## config.mk

```make
export PLATFORM = sky130hd
export DESIGN_NAME = clk_monitor_flat
export DESIGN_NICKNAME = d
export VERILOG_FILES = /design/src/rtl/clk_monitor_if.sv /design/src/rtl/clk_monitor.sv /design/src/flat_wrapper.sv
export SDC_FILE = /design/constraint.sdc
export NUM_CORES = 1
export LEC_CHECK = 0
export ABC_AREA = 0
export ABC_CLOCK_PERIOD_IN_PS = 2800
export CAP_MARGIN = 20
export CORE_ASPECT_RATIO = 0.5
export CORE_MARGIN = 2
export CORE_UTILIZATION = 50
export CTS_CLUSTER_DIAMETER = 40
export DETAILED_ROUTE_END_ITERATION = 10
export PLACE_DENSITY = 0.71
export SLEW_MARGIN = 10
export SYNTH_ARGS = -nofsm -noshare
export SYNTH_HDL_FRONTEND = slang
export SYNTH_SLANG_ARGS = --single-unit
```

## constraint.sdc

```tcl
create_clock -name clk -period 2.8 [get_ports clk]
set_clock_uncertainty 0.1 [all_clocks]
set_input_delay 0.56 -clock clk [delete_from_list [all_inputs] [get_ports clk]]
set_output_delay 0.56 -clock clk [all_outputs]
set_load 0.1 [all_outputs]
```

## src/rtl/clk_monitor_if.sv

```systemverilog
// Bundle between the clock monitor and whoever drives/observes it: enable and
// monitored clock in, measurement results and status out.
interface clk_monitor_if #(
    parameter int unsigned CNT_W = 16
) ();
    logic             enable;
    logic             mon_clk;
    logic             meas_valid;
    logic [CNT_W-1:0] period;
    logic [CNT_W-1:0] high_time;
    logic             err_period;
    logic             err_duty;
    logic             stuck;
    logic             locked;

    modport master (
        output enable, mon_clk,
        input  meas_valid, period, high_time, err_period, err_duty, stuck, locked
    );

    modport slave (
        input  enable, mon_clk,
        output meas_valid, period, high_time, err_period, err_duty, stuck, locked
    );
endinterface

```

## src/rtl/clk_monitor.sv

```systemverilog
// Measures period and high time of an asynchronous clock in clk cycles, flags
// out-of-range measurements, detects a stuck clock and reports lock.
module clk_monitor #(
    parameter int unsigned CNT_W       = 16,
    parameter int unsigned SYNC_STAGES = 2,
    parameter int unsigned EXP_PERIOD  = 10,
    parameter int unsigned PERIOD_TOL  = 1,
    parameter int unsigned MIN_HIGH    = 4,
    parameter int unsigned MAX_HIGH    = 6,
    parameter int unsigned TIMEOUT     = 1000,
    parameter int unsigned LOCK_COUNT  = 4
) (
    input  logic          clk,
    input  logic          rst,
    clk_monitor_if.slave  bus
);
    localparam int unsigned TO_W   = $clog2(TIMEOUT + 1);
    localparam int unsigned GOOD_W = $clog2(LOCK_COUNT + 1);

    localparam logic [1:0] S_IDLE = 2'd0;
    localparam logic [1:0] S_ARM  = 2'd1;
    localparam logic [1:0] S_MEAS = 2'd2;

    localparam logic [CNT_W-1:0]  CNT_MAX    = '1;
    localparam logic [TO_W-1:0]   TO_LIMIT   = TO_W'(TIMEOUT);
    localparam logic [GOOD_W-1:0] GOOD_LIMIT = GOOD_W'(LOCK_COUNT);

    logic [SYNC_STAGES-1:0] r_sync;
    logic                   r_s_d;
    logic                   w_s;
    logic                   w_rise;

    logic [1:0]        r_state,      w_state_nxt;
    logic [CNT_W-1:0]  r_per_cnt,    w_per_cnt_nxt;
    logic [CNT_W-1:0]  r_hi_cnt,     w_hi_cnt_nxt;
    logic [TO_W-1:0]   r_to_cnt,     w_to_cnt_nxt;
    logic [GOOD_W-1:0] r_good_cnt,   w_good_cnt_nxt;
    logic              r_meas_valid, w_meas_valid_nxt;
    logic [CNT_W-1:0]  r_period,     w_period_nxt;
    logic [CNT_W-1:0]  r_high_time,  w_high_time_nxt;
    logic              r_err_period, w_err_period_nxt;
    logic              r_err_duty,   w_err_duty_nxt;
    logic              r_stuck,      w_stuck_nxt;
    logic              r_locked,     w_locked_nxt;

    logic              w_to_hit;
    logic              w_err_p;
    logic              w_err_d;
    logic [GOOD_W-1:0] w_good_inc;
    logic [31:0]       w_per_ext;
    logic [31:0]       w_hi_ext;

    // Metastability synchronizer plus edge-detect flop
    always_ff @(posedge clk) begin
        if (rst) begin
            r_sync <= '0;
            r_s_d  <= 1'b0;
        end else begin
            r_sync <= {r_sync[SYNC_STAGES-2:0], bus.mon_clk};
            r_s_d  <= w_s;
        end
    end

    assign w_s    = r_sync[SYNC_STAGES-1];
    assign w_rise = w_s & ~r_s_d;

    // 32-bit compares keep (period + tol < exp) free of underflow and overflow
    assign w_per_ext  = 32'(r_per_cnt);
    assign w_hi_ext   = 32'(r_hi_cnt);
    assign w_err_p    = (w_per_ext > EXP_PERIOD + PERIOD_TOL) || (w_per_ext + PERIOD_TOL < EXP_PERIOD);
    assign w_err_d    = (w_hi_ext < MIN_HIGH) || (w_hi_ext > MAX_HIGH);
    assign w_to_hit   = (r_to_cnt + TO_W'(1)) == TO_LIMIT;
    assign w_good_inc = (r_good_cnt == GOOD_LIMIT) ? r_good_cnt : r_good_cnt + GOOD_W'(1);

    always_ff @(posedge clk) begin
        if (rst) begin
            r_state      <= S_IDLE;
            r_per_cnt    <= '0;
            r_hi_cnt     <= '0;
            r_to_cnt     <= '0;
            r_good_cnt   <= '0;
            r_meas_valid <= 1'b0;
            r_period     <= '0;
            r_high_time  <= '0;
            r_err_period <= 1'b0;
            r_err_duty   <= 1'b0;
            r_stuck      <= 1'b0;
            r_locked     <= 1'b0;
        end else begin
            r_state      <= w_state_nxt;
            r_per_cnt    <= w_per_cnt_nxt;
            r_hi_cnt     <= w_hi_cnt_nxt;
            r_to_cnt     <= w_to_cnt_nxt;
            r_good_cnt   <= w_good_cnt_nxt;
            r_meas_valid <= w_meas_valid_nxt;
            r_period     <= w_period_nxt;
            r_high_time  <= w_high_time_nxt;
            r_err_period <= w_err_period_nxt;
            r_err_duty   <= w_err_duty_nxt;
            r_stuck      <= w_stuck_nxt;
            r_locked     <= w_locked_nxt;
        end
    end

    // Rise beats timeout; disable beats everything
    always_comb begin
        w_state_nxt      = r_state;
        w_per_cnt_nxt    = r_per_cnt;
        w_hi_cnt_nxt     = r_hi_cnt;
        w_to_cnt_nxt     = r_to_cnt;
        w_good_cnt_nxt   = r_good_cnt;
        w_meas_valid_nxt = 1'b0;
        w_period_nxt     = r_period;
        w_high_time_nxt  = r_high_time;
        w_err_period_nxt = r_err_period;
        w_err_duty_nxt   = r_err_duty;
        w_stuck_nxt      = r_stuck;
        w_locked_nxt     = r_locked;

        if (!bus.enable) begin
            w_state_nxt    = S_IDLE;
            w_per_cnt_nxt  = '0;
            w_hi_cnt_nxt   = '0;
            w_to_cnt_nxt   = '0;
            w_good_cnt_nxt = '0;
            w_stuck_nxt    = 1'b0;
            w_locked_nxt   = 1'b0;
        end else begin
            case (r_state)
                S_IDLE: w_state_nxt = S_ARM;
                S_ARM: begin
                    if (w_rise) begin
                        w_state_nxt   = S_MEAS;
                        w_per_cnt_nxt = CNT_W'(1);
                        w_hi_cnt_nxt  = CNT_W'(1);
                        w_to_cnt_nxt  = '0;
                        w_stuck_nxt   = 1'b0;
                    end else if (w_to_hit) begin
                        w_to_cnt_nxt   = '0;
                        w_stuck_nxt    = 1'b1;
                        w_good_cnt_nxt = '0;
                        w_locked_nxt   = 1'b0;
                    end else begin
                        w_to_cnt_nxt = r_to_cnt + TO_W'(1);
                    end
                end
                S_MEAS: begin
                    if (w_rise) begin
                        w_meas_valid_nxt = 1'b1;
                        w_period_nxt     = r_per_cnt;
                        w_high_time_nxt  = r_hi_cnt;
                        w_err_period_nxt = w_err_p;
                        w_err_duty_nxt   = w_err_d;
                        w_per_cnt_nxt    = CNT_W'(1);
                        w_hi_cnt_nxt     = CNT_W'(1);
                        w_to_cnt_nxt     = '0;
                        w_stuck_nxt      = 1'b0;
                        if (!w_err_p && !w_err_d) begin
                            w_good_cnt_nxt = w_good_inc;
                            w_locked_nxt   = (w_good_inc == GOOD_LIMIT);
                        end else begin
                            w_good_cnt_nxt = '0;
                            w_locked_nxt   = 1'b0;
                        end
                    end else if (w_to_hit) begin
                        w_state_nxt    = S_ARM;
                        w_to_cnt_nxt   = '0;
                        w_stuck_nxt    = 1'b1;
                        w_good_cnt_nxt = '0;
                        w_locked_nxt   = 1'b0;
                    end else begin
                        w_to_cnt_nxt  = r_to_cnt + TO_W'(1);
                        w_per_cnt_nxt = (r_per_cnt == CNT_MAX) ? r_per_cnt : r_per_cnt + CNT_W'(1);
                        if (w_s) begin
                            w_hi_cnt_nxt = (r_hi_cnt == CNT_MAX) ? r_hi_cnt : r_hi_cnt + CNT_W'(1);
                        end
                    end
                end
                default: w_state_nxt = S_IDLE;
            endcase
        end
    end

    assign bus.meas_valid = r_meas_valid;
    assign bus.period     = r_period;
    assign bus.high_time  = r_high_time;
    assign bus.err_period = r_err_period;
    assign bus.err_duty   = r_err_duty;
    assign bus.stuck      = r_stuck;
    assign bus.locked     = r_locked;
endmodule

```

## src/flat_wrapper.sv

```systemverilog
// flat-port wrapper written by rule: the top's interface ports become plain ports
module clk_monitor_flat 
#(
    parameter int unsigned CNT_W       = 16,
    parameter int unsigned SYNC_STAGES = 2,
    parameter int unsigned EXP_PERIOD  = 10,
    parameter int unsigned PERIOD_TOL  = 1,
    parameter int unsigned MIN_HIGH    = 4,
    parameter int unsigned MAX_HIGH    = 6,
    parameter int unsigned TIMEOUT     = 1000,
    parameter int unsigned LOCK_COUNT  = 4
)
  (clk, rst, bus_enable, bus_mon_clk, bus_meas_valid, bus_period, bus_high_time, bus_err_period, bus_err_duty, bus_stuck, bus_locked);
  clk_monitor_if #(.CNT_W(CNT_W)) bus_i ();
  input  logic clk;
  input  logic rst;
  input wire logic [$bits(bus_i.enable)-1:0] bus_enable;
  input wire logic [$bits(bus_i.mon_clk)-1:0] bus_mon_clk;
  output wire logic [$bits(bus_i.meas_valid)-1:0] bus_meas_valid;
  output wire logic [$bits(bus_i.period)-1:0] bus_period;
  output wire logic [$bits(bus_i.high_time)-1:0] bus_high_time;
  output wire logic [$bits(bus_i.err_period)-1:0] bus_err_period;
  output wire logic [$bits(bus_i.err_duty)-1:0] bus_err_duty;
  output wire logic [$bits(bus_i.stuck)-1:0] bus_stuck;
  output wire logic [$bits(bus_i.locked)-1:0] bus_locked;
  assign bus_i.enable = bus_enable;
  assign bus_i.mon_clk = bus_mon_clk;
  assign bus_meas_valid = bus_i.meas_valid;
  assign bus_period = bus_i.period;
  assign bus_high_time = bus_i.high_time;
  assign bus_err_period = bus_i.err_period;
  assign bus_err_duty = bus_i.err_duty;
  assign bus_stuck = bus_i.stuck;
  assign bus_locked = bus_i.locked;
  clk_monitor #(.CNT_W(CNT_W), .SYNC_STAGES(SYNC_STAGES), .EXP_PERIOD(EXP_PERIOD), .PERIOD_TOL(PERIOD_TOL), .MIN_HIGH(MIN_HIGH), .MAX_HIGH(MAX_HIGH), .TIMEOUT(TIMEOUT), .LOCK_COUNT(LOCK_COUNT)) u_core (.clk(clk), .rst(rst), .bus(bus_i));
endmodule
```

### Yosys cells after proc, flatten, opt, wreduce, memory -nomap -nowiden

Cells that the tools add are included.

| operators by class | value |
|---|---|
| shifts and indexed selects | 0 |
| multiply operators | 0 |
| magnitude comparators | 4 |
| bitwise logic cells | 4 |
| add/sub/neg operators | 5 |
| divide/modulo/power cells | 0 |
| mux-type cells | 30 |
| equality and inequality tests | 15 |
| reduce and logical (&&, ||, !) cells | 17 |

Operators with widths:

| cell | number |
|---|---|
| 16-bit 2-to-1 mux | 8 |
| 16-bit case mux with 2 select lines | 2 |
| 16-bit by 1-bit adder with 16-bit output (second input constant) | 2 |
| 16-bit equality test (second input constant) | 2 |
| 32-bit by 4-bit less-than comparator with 1-bit output (second input constant) | 1 |
| 10-bit 2-to-1 mux | 2 |
| 16-bit by 1-bit adder with 17-bit output (second input constant) | 1 |
| 16-bit by 3-bit > comparator with 1-bit output (second input constant) | 1 |
| 16-bit by 4-bit > comparator with 1-bit output (second input constant) | 1 |
| 16-bit by 3-bit less-than comparator with 1-bit output (second input constant) | 1 |
| 3-bit 2-to-1 mux | 5 |
| 10-bit by 1-bit adder with 10-bit output (second input constant) | 1 |
| 10-bit equality test (second input constant) | 1 |
| 3-bit by 2-bit inequality test with 1-bit output (second input constant) | 3 |
| 1-bit 2-to-1 mux | 7 |
| 3-bit equality test (second input constant) | 2 |
| 2-bit 2-to-1 mux | 3 |
| 2-bit case mux with 3 select lines | 1 |
| 3-bit case mux with 2 select lines | 1 |
| 3-bit AND reduction | 2 |
| 5-bit AND reduction | 1 |
| 2-bit by 1-bit inequality test with 1-bit output (second input constant) | 2 |
| 2-bit inequality test (second input constant) | 2 |
| 2-bit AND reduction | 2 |
| 15 further kinds | 21 |

| storage, ports and cells | value |
|---|---|
| output and inout port bits | 37 |
| register bits | 87 |
| logic and storage cells | 89 |
| bits in read-only memories | 0 |
| bits in latches | 0 |
| bits in writable memories | 0 |
| memories | 0 |
| input port bits | 4 |

### Longest topological paths before layout

Gate-level depths: netlist of run 1.

| depth | value |
|---|---|
| depth after elaboration | 8 |
| mapped depth | 10 |
| gate-level depth less buffers | 9 |

### Worst setup path after synthesis of run 1

Ideal clock, no wire load.

| timing path | value |
|---|---|
| kind | flip-flop to flip-flop |
| from | register u_core.r_state[0] |
| to | register u_core.r_hi_cnt[13] |
| data required time | 2629 ps |
| library setup time | 71 ps |
| path slack | 458 ps |
| period minus slack after synthesis | 2342 ps |
| path buffers | 3 |
| stages on the path, launching flop included | 11 |
| arrival | 2172 ps |
| path through | dfxtp_1 -> inv_1 -> ha_1 -> clkbuf_1 -> o21ai_1 -> a21o_1 -> buf_2 -> or2_4 -> buf_6 -> or3_1 -> a21oi_1 |

| on the way | value |
|---|---|
| cells in the longest elaborated chain, start to end | 3 |
| elaborated cells between the ends (all ways) | 9 |
| classes of those cells | eq/ne: 6; mux: 1; reduce/logical: 2 |

Ends and longest elaborated chain:

| element | line | text |
|---|---|---|
| from (decl) | clk_monitor.sv:33 | `logic [1:0] r_state, w_state_nxt;` |
| from (signal assigned) | clk_monitor.sv:90 | `r_state <= w_state_nxt;` |
| 2-bit equality test / 2-bit by 1-bit equality test with 1-bit output (equally long branches) | clk_monitor.sv:129 | `case (r_state)` |
| 3-bit by 1-bit inequality test with 1-bit output (no source line) (tied with other cells) | n/a |  |
| 5-bit AND reduction (no source line) | n/a |  |
| to (signal assigned) | clk_monitor.sv:92 | `r_hi_cnt <= w_hi_cnt_nxt;` |
| to (decl) | clk_monitor.sv:35 | `logic [CNT_W-1:0] r_hi_cnt, w_hi_cnt_nxt;` |

Several ways; a longest one is shown, not always the timed one.
A chain may end at the register's enable or synchronous reset.

### Final worst setup path of run 1

| timing path | value |
|---|---|
| from | register u_core.r_to_cnt[0] |
| to | register u_core.r_per_cnt[14] |

| on the way | value |
|---|---|
| cells in the longest elaborated chain, start to end | 4 |

Ends and longest elaborated chain:

| element | line | text |
|---|---|---|
| from (decl) | clk_monitor.sv:36 | `logic [TO_W-1:0] r_to_cnt, w_to_cnt_nxt;` |
| from (signal assigned) | clk_monitor.sv:93 | `r_to_cnt <= w_to_cnt_nxt;` |
| 10-bit by 1-bit adder with 10-bit output | clk_monitor.sv:72 | `assign w_to_hit = (r_to_cnt + TO_W'(1)) == TO_LIMIT;` |
| 10-bit equality test | clk_monitor.sv:72 |  |
| 3-bit by 2-bit inequality test with 1-bit output (no source line) | n/a |  |
| 4-bit AND reduction (no source line) | n/a |  |
| to (signal assigned) | clk_monitor.sv:91 | `r_per_cnt <= w_per_cnt_nxt;` |
| to (decl) | clk_monitor.sv:34 | `logic [CNT_W-1:0] r_per_cnt, w_per_cnt_nxt;` |

Every way passes these cells.

==> results.yml, run 1 <==
global_route:
  antenna_found_initial: 0
  grt_pass1_vias: 4040
  grt_usage_pct: 26.28
  grt_pass1_wl_um: 20020
  grt_max_degree: 38
  grt-ovfl-total: 0
cells_and_area:
  area_growth_pct: 19.43
  nets: 639
  layout_commonest_cell: "nand2_1"
  layout-drive-gt1-share_pct: 15.85
  fillCellCount: 815
  stdcell_count: 748
  finish.instance_area_um2: 5323
  multi_input_area_um2: 2504
  seq_area_um2: 1742
  mostFrequentLayoutCells: "102 x nand2_1, 87 x dfxtp_1, 71 x buf_4"
  fin_util_pct: 61.33
  diodes: 0
timing:
  fin_setup_tns_ns: 0
  worst_slew_pin_slew_ns: 0.4701
  slew_violations: 0
  setup_viol: 0
  rsz0062_at_grt: "false"
  hold_violations: 0
  whs_ns: 0.3486
  relSlewSlack_pct: 68.37
  period_share_pct: 92.88
  finalCriticalPeriod_ns: 2.601
  setup_slack_ns: 0.1993
  fmax_mhz: 384.5
yosys:
  synth_top_flop_cell: "dfxtp_1"
  synth.area.top_cells: "dfxtp_1 39%, nand2_1 8.6%, a21oi_1 7.2%"
  synth_nets: 592
  synth-simple-area-share_pct: 29.51
  async_reset_ff_share_pct: 0
  ys_types: 65
  synth-xor-area-share_pct: 2.555
  synth_edf_count: 0
  ys_ff_latch: 87
  synth.cell_area_um2: 4457
  synth_mux_area_share_pct: 0.9264
  synth_compound_area_share_pct: 20.66
  synth_top_area_share_pct: 39.08
  ys_seq_area_share_pct: 39.08
  synthAdderAreaFrac_pct: 2.527
  avgSynthCellArea_um2: 7.697
  synth_top_family_by_area: "simple AND/OR/NAND/NOR gates"
  synthCells: 579
  yosys_warnings: 0
  synth_top_area_cell: "dfxtp_1"
drt:
  drt-total-wl_um: 11970
  met2_length_um: 5129
  avgViaCountPerCell: 5.830
  dr_wl_met3_um: 729
  top_layer: "met4"
  ant_nets: 0
  vias: 4361
  drcViolationCount: 0
  wl_per_cell_um: 16.01
  drtIter0Drc: 368
  dr.pass1.iters: 5
  wl_met1_um: 5968
pwr:
  pwr-share-comb_pct: 3.8
  p_switching_mw: 0.6088
  power.share.switching_pct: 23.31
  clkPwrFrac_pct: 48.5
  power.density_nw_per_um2: 490.7
  power_frac_seq_pct: 47.7
  p_total_mw: 2.612
  p_leak_nw: 1.881
  peakVddDrop_mv: 0.2991
  internal_power_mw: 2.003
run:
  cap_violations: 0
status:
  outcome: "finished, final reports clean"
placed_design:
  portBuffers: 40
  place_ws_ns: 0.2399
  dp_hpwl_um: 8503
  gp_congestion: 0.9695
  postPlaceCellArea_um2: 5000
  place_inst: 731
worst_setup_path:
  slowest_delay_ns: 0.53
  crit_fanout: 10
  critPathKind: "flop to flop"
  worstPathCellList: "ha_1 -> and4b_1 -> and3_1 -> o21ai_4 -> a21o_2 -> nand3_1 -> or3b_2 -> a21oi_1"
  cp.arrival_ns: 2.78
  required_ns: 2.98
  critPathCaptureType: "flop"
  start_kind: "flop"
  slowest_stage: "or3b_2"
  crit_buf_inv: 0
  critPathTopFamily: "simple AND/OR/NAND/NOR gates"
floorplan:
  dieHeight_um: 70.76
  start_util_pct: 51.36
  dieArea_um2: 9731
  core-area_um2: 8678
  ios: 41
  rows: 24
  die_w_um: 137.5
cts:
  worstSkewPairLatency_ns: 0.35
  htreeDepth: 3
  cts.sinks: 87
  cts_buffer_depth: 2
  cts_resized: 0
  cts-root-buf: "clkbuf_16"
  cts_buffers: 9
  cts_tree: "done"
  cts_hold_buf: 0
  clkTransAtPathRegs_ns: 0.07
min_path:
  hp-class: "flop to flop"
==> cells in the mapped netlist, types with 2 or more instances <==
library cell,instances
mux2i_1,3
nand2_1,102
a311oi_1,2
nor3b_1,2
dfxtp_1,87
or3_1,10
a31oi_1,15
o211ai_1,8
a21oi_1,64
and2_1,3
nand3b_1,3
nor2b_1,5
or3b_2,2
nand2b_1,2
xor2_1,3
clkbuf_1,32
nand4_1,13
nor4_1,8
nor4b_1,3
and4_1,5
or2_2,2
nor2_1,40
a22oi_1,2
nand3_1,30
xnor2_1,10
ha_1,9
nor3_1,11
o31ai_1,6
a21o_1,2
a211oi_1,5
and3_1,13
o21ai_0,23
inv_1,14
buf_2,3
or4_1,7
==> cells by family after synthesis <==
kind of cell,Yosys count
adders and majority gates,9
buffers and inverters,52
DFF,87
and+or+nand+nor,266
muxes,4
AOI/OAI and AO/OA,148
xor gates and xnor gates,13
==> worst register-to-register path: stages, from the launching register on <==
cell and delay, ns:
dfxtp_1 0.36, ha_1 0.29, and4b_1 0.19, and3_1 0.20, o21ai_4 0.21, a21o_2 0.27
nand3_1 0.24, or3b_2 0.53, a21oi_1 0.14
==> registers in the layout (all words and copies together), names as in the netlist <==
name,count
u_core.bus.err_duty,1
u_core.bus.err_period,1
u_core.bus.high_time,16
u_core.bus.locked,1
u_core.bus.meas_valid,1
u_core.bus.period,16
u_core.bus.stuck,1
u_core.r_good_cnt,3
u_core.r_hi_cnt,16
u_core.r_per_cnt,16
u_core.r_s_d,1
u_core.r_state,2
u_core.r_sync,2
u_core.r_to_cnt,10
==> per-layer routing <==
layer	global-route usage, %	up-vias
met2	40.24	141
met4	7.560	0
met3	6.165	14
met5	0	-
li1	-	2171
met1	37.13	2035
==> worst paths after layout <==
kind	from	slack (ns)	endpoint	cells after the start
worst max register to register	u_core.r_to_cnt[0]	0.20	u_core.r_per_cnt[14]	8
worst max-delay path	u_core.r_to_cnt[0]	0.20	u_core.r_per_cnt[14]	8
worst min register to register	u_core.r_sync[0]	0.35	u_core.r_sync[1]	1
worst min-delay path	u_core.r_sync[0]	0.35	u_core.r_sync[1]	1
==> power by group through the flow <==
stage | logic, mW | clock network, mW | registers, mW
after floorplan | 0.0616 | 0 | 1.27
after global placement | 0.0962 | 0 | 1.27
after detailed placement | 0.0969 | 0 | 1.27
after CTS | 0.0971 | 1.29 | 1.25
after global routing | 0.108 | 1.33 | 1.25
final | 0.0988 | 1.27 | 1.25
==> final cells by class <==
type                       count  area share (%)
sequential                    87           32.72
timing repair buffer          74           10.58
inverter                      14          0.9873
multi-input combinational    440           47.04
tap                          117           2.750
clock inverter                 6           1.434
clock buffer                  10           4.490
==> timing repair <==
item | in CTS | in global routing
endpoints found under the setup margin | 0 | 3
setup buffers | 0 | 1
endpoints found under the hold margin | 0 | 0
Note: power is estimated with default switching activity, not from simulation.
==> run 2, diff against run 1 <==
ABC_CLOCK_PERIOD_IN_PS = unset   (was 2800)
SLEW_MARGIN = 5   (was 10)
==> results of run 2 <==
The final DEF is identical to that of run 1; final timing and power are the same.
==> run 3, diff against run 2 <==
PLACE_DENSITY = unset   (was 0.71)
PLACE_DENSITY_LB_ADDON = 0.2   (was unset)
==> run 3 against run 2 <==
Compared with the run above:
- flip-flop and latch count unchanged
- utilization down 1.0 points
- total power down 4.5%
- worst setup slack better by 0.012 ns
- hold slack worse by 0.0072 ns
- clock power down 9%
- die area unchanged
- global-route usage down 0.60 points
- non-clock buffer count down 8
==> results.yml, run 3 (same netlist as run 1, synthesis figures left out) <==
placed_design:
  portBuffers: 40
  place_ws_ns: 0.1571
  dp_hpwl_um: 8154
  gp_congestion: 0.9289
  place_inst: 724
floorplan:
  ios: 41
  die_w_um: 137.5
  dieArea_um2: 9731
  start_util_pct: 51.36
  rows: 24
  dieHeight_um: 70.76
  core-area_um2: 8678
cells_and_area:
  diodes: 0
  stdcell_count: 740
  layout_commonest_cell: "nand2_1"
  fin_util_pct: 60.32
  mostFrequentLayoutCells: "102 x nand2_1, 87 x dfxtp_1, 64 x a21oi_1"
  nets: 631
  layout-drive-gt1-share_pct: 14.77
  area_growth_pct: 17.46
drt:
  vias: 4332
  ant_nets: 0
  drcViolationCount: 0
  drtIter0Drc: 362
  drt-total-wl_um: 11680
  wl_per_cell_um: 15.78
  avgViaCountPerCell: 5.854
  dr.pass1.iters: 4
pwr:
  pwr-share-comb_pct: 3.9
  p_leak_nw: 1.818
  p_switching_mw: 0.6116
  power.share.switching_pct: 24.53
  internal_power_mw: 1.882
  clkPwrFrac_pct: 46.2
  power_frac_seq_pct: 50.0
  power.density_nw_per_um2: 476.4
  peakVddDrop_mv: 0.2953
worst_setup_path:
  worst-r2r-setup-slack_ns: 0.21
  worstPathCellList: "ha_1 -> and4b_1 -> and3_1 -> o21ai_4 -> a21o_4 -> nand3_1 -> or3b_2 -> a21oi_1"
  crit_fanout: 15
  critPathKind: "flop to flop"
  start_kind: "flop"
  critPathCaptureType: "flop"
  slowest_stage: "or3b_2"
  slowest_delay_ns: 0.53
  cp.arrival_ns: 2.77
  required_ns: 2.99
cts:
  clkTransAtPathRegs_ns: 0.07
  cts-root-buf: "clkbuf_16"
  cts_buffers: 9
  htreeDepth: 3
  cts_buffer_depth: 2
  cts.sinks: 87
  cts_hold_buf: 0
  worstSkewPairLatency_ns: 0.35
  cts_tree: "done"
timing:
  worst_slew_pin_slew_ns: 0.5453
  setup_slack_ns: 0.2110
  fin_setup_tns_ns: 0
  setup_viol: 0
  rsz0062_at_grt: "false"
  hold_violations: 0
  finalCriticalPeriod_ns: 2.589
  slew_violations: 0
  fmax_mhz: 386.2
  relSlewSlack_pct: 63.53
  period_share_pct: 92.46
global_route:
  grt_usage_pct: 25.69
  grt-ovfl-total: 0
  grt_pass1_vias: 3909
  grt_pass1_wl_um: 19580
  grt_max_degree: 38
  antenna_found_initial: 0
min_path:
  hp-class: "flop to flop"
run:
  cap_violations: 0
status:
  outcome: "finished, final reports clean"
run 3: repair_timing:
action	CTS	global route
resized for setup	0	1
buffers inserted	0	0
setup endpoints to repair	0	2
run 3: path summary, 6_finish.rpt:
check                           from              endpoint  cells past startpoint
hold reg to reg     u_core.r_sync[0]      u_core.r_sync[1]                      1
hold / removal      u_core.r_sync[0]      u_core.r_sync[1]                      1
setup / recovery  u_core.r_to_cnt[0]  u_core.r_per_cnt[14]                      8
setup reg to reg  u_core.r_to_cnt[0]  u_core.r_per_cnt[14]                      8
run 3: area by class of cell:
type | count | area [um^2]
clock buffer | 9 | 225.2
clock inverter | 7 | 56.30
fill | 797 | 3443
inverter | 14 | 52.55
multi-input combinational | 440 | 2510
sequential | 87 | 1742
tap | 117 | 146.4
timing repair buffer | 66 | 503.0
run 3: critical path: cells and delay by family, from the launching register on:
kind,cells,cell delay [ns]
AOI/OAI and AO/OA,3,0.60
DFF,1,0.35
and+or+nand+nor,4,1.16
adders and majority gates,1,0.30
run 3: metal layers:
layer / share of wire (%) / track usage [%] / vias up / routed length [um]
li1: - / - / 2161 / -
met1: 50 / 37.51 / 1996 / 5844
met2: 41 / 36.87 / 153 / 4773
met3: 7.1 / 6.882 / 22 / 828
met4: 2.0 / 8.018 / 0 / 230
met5: 0 / 0 / - / 0
run 3: power by group through the flow:
stage | combinational, mW | sequential (mW) | clock, mW
2_1_floorplan | 0.0616 | 1.27 | 0
3_3_place_gp | 0.0946 | 1.27 | 0
3_5_place_dp | 0.0948 | 1.27 | 0
4_1_cts | 0.0952 | 1.25 | 1.17
5_1_grt | 0.107 | 1.25 | 1.21
6_report | 0.0972 | 1.25 | 1.15
run 3: metrics by stage:
step	power (mW)	hold WS (ns)	cell area, um^2
detailed placement	1.369	0.3311	4947
CTS	2.510	0.3472	5229
finish	2.494	0.3414	5235
global placement	1.368	0.3245	4947
global route	2.566	0.3654	5235
floorplan	1.335	0.3138	4457
